==> config.mk <==
export PLATFORM = sky130hd
export DESIGN_NAME = rr_arb_mux
export DESIGN_NICKNAME = d
export VERILOG_FILES = /design/src/rtl/mux_pkg.sv /design/src/rtl/rr_arbiter.sv /design/src/rtl/rr_arb_mux.sv
export SDC_FILE = /design/constraint.sdc
export NUM_CORES = 1
export LEC_CHECK = 0
export ABC_CLOCK_PERIOD_IN_PS = 4950
export BUFFER_PORTS_ARGS = -buffer_cell sky130_fd_sc_hd__buf_2
export CAP_MARGIN = 20
export CELL_PAD_IN_SITES_DETAIL_PLACEMENT = 0
export CELL_PAD_IN_SITES_GLOBAL_PLACEMENT = 1
export CORE_MARGIN = 4
export CORE_UTILIZATION = 30
export CTS_CLUSTER_SIZE = 40
export DETAILED_ROUTE_END_ITERATION = 16
export PLACE_DENSITY_LB_ADDON = 0.2
export SYNTH_ARGS = -nofsm -noshare
export SYNTH_HDL_FRONTEND = slang
export SYNTH_SLANG_ARGS = --single-unit
==> constraint.sdc <==
create_clock -name clk -period 4.95 [get_ports clk]
set_clock_uncertainty 0.15 [all_clocks]
set_input_delay 0.2475 -clock clk [delete_from_list [all_inputs] [get_ports clk]]
set_output_delay 0.2475 -clock clk [all_outputs]
set_load 0.05 [all_outputs]
==> src/rtl/mux_pkg.sv <==
// Shared constants and helpers for the arbitrating mux family.
package mux_pkg;

  localparam int unsigned DefWidth = 32;

  // Select-index width: clog2 of the channel count, never narrower than one bit.
  function automatic int unsigned sel_width(input int unsigned n);
    return (n <= 2) ? 1 : $clog2(n);
  endfunction

endpackage

==> src/rtl/rr_arbiter.sv <==
// Combinational arbiter: round-robin from ptr, or fixed priority (lowest index wins).
module rr_arbiter
  import mux_pkg::*;
#(
  parameter int unsigned N         = 5,
  parameter bit          FIXED_PRI = 1'b0,
  localparam int unsigned SEL_W    = sel_width(N)
) (
  input  logic [N-1:0]     req,
  input  logic [SEL_W-1:0] ptr,
  output logic [N-1:0]     grant,
  output logic [SEL_W-1:0] grant_idx
);

  always_comb begin
    int unsigned idx;
    logic        found;
    grant     = '0;
    grant_idx = '0;
    found     = 1'b0;
    idx       = 0;
    for (int unsigned off = 0; off < N; off++) begin
      // ptr is always < N, so a single subtraction is enough to wrap.
      idx = FIXED_PRI ? off : (32'(ptr) + off);
      if (idx >= N) begin
        idx = idx - N;
      end
      if (!found && req[idx]) begin
        found          = 1'b1;
        grant[idx]     = 1'b1;
        grant_idx      = SEL_W'(idx);
      end
    end
  end

endmodule

==> src/rtl/rr_arb_mux.sv <==
// N-input arbitrating mux with valid/ready handshakes and a registered output stage.
module rr_arb_mux
  import mux_pkg::*;
#(
  parameter int unsigned WIDTH     = DefWidth,
  parameter int unsigned N         = 5,
  parameter bit          FIXED_PRI = 1'b0,
  localparam int unsigned SEL_W    = sel_width(N)
) (
  input  logic               clk,
  input  logic               rst,
  input  logic [N*WIDTH-1:0] in_data,
  input  logic [N-1:0]       in_valid,
  output logic [N-1:0]       in_ready,
  output logic [WIDTH-1:0]   out_data,
  output logic [SEL_W-1:0]   out_sel,
  output logic               out_valid,
  input  logic               out_ready
);

  logic [SEL_W-1:0] ptr_q, ptr_d;
  logic [WIDTH-1:0] out_data_q, out_data_d;
  logic [SEL_W-1:0] out_sel_q, out_sel_d;
  logic             out_valid_q, out_valid_d;

  logic [N-1:0]     grant;
  logic [SEL_W-1:0] grant_idx;
  logic [WIDTH-1:0] sel_data;
  logic             load_en;
  logic             in_xfer;

  rr_arbiter #(
    .N         (N),
    .FIXED_PRI (FIXED_PRI)
  ) u_arbiter (
    .req       (in_valid),
    .ptr       (ptr_q),
    .grant     (grant),
    .grant_idx (grant_idx)
  );

  always_comb begin
    load_en  = !out_valid_q || out_ready;
    // Held low during reset so no beat is accepted and then discarded.
    in_ready = rst ? '0 : (grant & {N{load_en}});
    in_xfer  = |in_ready;
    sel_data = '0;
    for (int i = 0; i < int'(N); i++) begin
      if (grant[i]) begin
        sel_data = sel_data | in_data[i*WIDTH +: WIDTH];
      end
    end
  end

  always_comb begin
    ptr_d       = ptr_q;
    out_data_d  = out_data_q;
    out_sel_d   = out_sel_q;
    out_valid_d = out_valid_q;
    if (in_xfer) begin
      out_data_d  = sel_data;
      out_sel_d   = grant_idx;
      out_valid_d = 1'b1;
      ptr_d       = (grant_idx == SEL_W'(N - 1)) ? '0 : grant_idx + SEL_W'(1);
    end else if (out_valid_q && out_ready) begin
      out_valid_d = 1'b0;
    end
  end

  always_ff @(posedge clk) begin
    if (rst) begin
      ptr_q       <= '0;
      out_data_q  <= '0;
      out_sel_q   <= '0;
      out_valid_q <= 1'b0;
    end else begin
      ptr_q       <= ptr_d;
      out_data_q  <= out_data_d;
      out_sel_q   <= out_sel_d;
      out_valid_q <= out_valid_d;
    end
  end

  assign out_data  = out_data_q;
  assign out_sel   = out_sel_q;
  assign out_valid = out_valid_q;

endmodule

==> impl_results.md <==
- Final #Nets: 978
- Ports: 209
- Mux contribution to synthesized area: 2.58%
- Synth top area cells: dfxtp_1 18%, a22oi_1 11%, nor3_2 6.6%, ha_1 6.2%, a211oi_1 5.9%
- Register bit count reported by yosys: 39
- Setup crit start kind: register
- Initial antenna violation count: 1
- CTS root buf: clkbuf_16
- Crit path kind: register to output port
- Total CTS buffers: 5
- CTS tree: done
- Vias in the first global route: 5065
- Period minus WS final: 4720 ps
- Top cell type's share of synthesized area: 17.7%
- Gr usage total: 20.4%
- Grt ovf: 0
- PwrDens: 869 nW/um2
- Worst Max-Slew Pin Slew: 1070 ps
- Sink Count: 39
- Layout Utilization: 40.3%
- Final period utilization: 95.3%
- Status: finished clean
- Initial Util: 30.5%
- Distinct cells, synth: 76
- PortBufs: 208
- Worst rel slew slack: 28.9%
- GP Congestion: 0.980
- FILL cells: 1539
- CTS max path bufs: 2
- H-tree depth: 2
- Critical Path AT: 4320 ps
- Crit-path max FO: 34
- Die area: 16700 um2
- Final setup vio count: 0
- Synthesized net count: 786
- Area post-placement: 5650 um2
- Synth Area in XOR/XNOR: 1.39%
- Critical path capture point type: output port
- Antenna diode instance count: 0
- Largest net degree at the start of global routing: 41
- Cells after Synth: 595
- Clk slew on worst S/H paths: 60 ps
- Worst skew pair latency: 280 ps
- HP Class: input port to register
- Die height: 129 um
- DR vias: 5372
- Adder-Cell Fraction of Synth Area: 6.68%
- Final Hold Fails: 0
- Hold-fix buffers, CTS: 0
- Hpwl dp: 14400 um
- Die W: 129 um
- Initial DRC count: 338
- Min Hold Slack: 97.1 ps
- First-pass GRT wire length: 27300 um
- Design area: 5830 um2
- Setup bufs post-CTS: 0
- # Max-Cap Violations: 0
- Yosys Warn Count: 0
- Residual DRC: 0
- RSZ-0062 raised after global routing: false
- Antenna-violating nets left: 0
- Area leader, netlist: dfxtp_1
- Asr flop ratio synth: 0%
- Final TNS setup: 0 ps
- Pre-antenna DRT Iters: 6
- Synth Flop Type: dfxtp_1
- Largest family of logic cells by synthesized area: compound AO/OA/AOI/OAI gates
- Core Rows: 44
- Worst vdd ir: 0.470 mV
- Vias per cell: 5.53
- Max-slew violations: 0
- Layout Area Growth over Synthesis: 31.9%
- FMAX: 0.212 GHz
- Share of layout cells above drive strength 1: 36.9%
- Synth Area in Compound Gates: 34.5%
- P_leak: 0.00269 uW
- Drt wl/cell: 18.7 um
- Register area share after synthesis: 17.7%
- Synth Area in Simple Gates: 30.7%
- Critical Path RT: 4550 ps
- Post-Syn Area per Cell: 7.43 um2
- Post-synthesis cell area: 4420 um2
- Routed WL: 18200 um
- EDFF count, synth: 0
- Core area: 14500 um2
-- metal layers --
metal,part of all wire (%),track usage [%],vias to the layer above
li1,-,-,2621
met1,43,27.2,2527
met2,49,34.4,199
met3,6.3,3.38,23
met4,1.6,5.13,2
met5,0.038,0,-
-- synth_stat cells, types with 4 or more instances --
library cell,instances
a211o_1,4
a211oi_1,35
a21o_1,8
a21oi_1,27
a22oi_1,65
a31oi_1,5
and2_1,8
and3_1,6
buf_2,11
buf_6,5
clkbuf_1,26
dfxtp_1,39
ha_1,22
inv_1,11
mux2i_1,8
nand2_1,68
nand2b_1,9
nand3_1,7
nand4_1,6
nor2_1,69
nor2b_1,7
nor3_1,14
nor3_2,29
nor4_1,8
o21ai_0,14
o31ai_1,4
or3_1,5
xnor2_1,7
-- area by class of cell --
type | instances | area, um2 | share of cell area (%)
clock inverters | 1 | 7.51 | 0.129
well taps | 184 | 230 | 3.95
multi-input cells | 496 | 3360 | 57.7
repair buffers | 233 | 1250 | 21.4
clock buffers | 7 | 153 | 2.62
inverters | 12 | 48.8 | 0.837
flip-flops and latches | 39 | 781 | 13.4
-- path summary, 6_finish.rpt --
path	from	end	slack (ps)	cells after the start
worst max-delay path	ptr_q[1]$_SDFFE_PP0P_	in_ready[1]	230	13
worst min-delay path	out_ready	out_valid$_SDFFE_PP0P_	100	3
worst max register to register	ptr_q[0]$_SDFFE_PP0P_	out_data[17]$_SDFFE_PP0P_	300	15
worst min register to register	out_sel[0]$_SDFFE_PP0P_	out_sel[0]$_SDFFE_PP0P_	310	2
-- report_power, final --
group	switching (uW)	leakage, uW	internal [uW]
Sequential	53.4	0.000323	428
Combinational	2780	0.00229	1460
Clock	134	0.0000761	214
Total	2960	0.00269	2110
-- logic make-up after synthesis --
| group | after synthesis |
|---|---|
| buffers and inverters | 60 |
| xor gates and xnor gates | 7 |
| and+or+nand+nor | 253 |
| adders and majority gates | 23 |
| AOI/OAI and AO/OA | 203 |
| muxes | 10 |
| DFF | 39 |
-- through the flow --
stage | power, uW | setup WS, ps | std cells
floorplan | 3670 | 238 | 595
global placement | 4650 | 261 | 964
detailed placement | 4710 | 215 | 964
CTS | 5080 | 108 | 972
global route | 5520 | 22.2 | 972
finish | 5070 | 235 | 972
-- worst max-delay path: stages (launching register included) --
cell       delay, ps
dfxtp_1          310
inv_1            190
buf_4            240
ha_1             320
nand2b_1         210
and3_1           310
a221o_1          320
a211oi_1         400
o2111ai_2        280
or2_2            410
o311ai_4         340
buf_8            270
and2_1           160
buf_2            260
-- sequential cells by signal (all words and copies together), names as in the netlist --
| signal | flops |
|---|---|
| out_data | 32 |
| out_sel | 3 |
| ptr_q | 3 |
| out_valid | 1 |
-- repair_timing --
item,4_1_cts,5_1_grt
resized for setup,0,8
endpoints found under the hold margin,0,0
endpoints found under the setup margin,0,31
-- cell usage in the layout (no fill, tap or decap), drive strengths merged, types with 3 or more instances in the layout --
master and instances:
a211o 4, a211oi 36, a21o 8, a21oi 28, a22oi 65, a31oi 5, and2 9, and3 6
buf 233, clkbuf 7, dfxtp 39, ha 22, inv 11, mux2i 9, nand2 68, nand2b 9
nand3 8, nand4 6, nor2 69, nor2b 7, nor3 43, nor3b 3, nor4 8, o211ai 3
o21a 3, o21ai 15, o31ai 6, or3 5, or4 4, xnor2 7
Note: power is estimated with default switching activity, not from simulation.
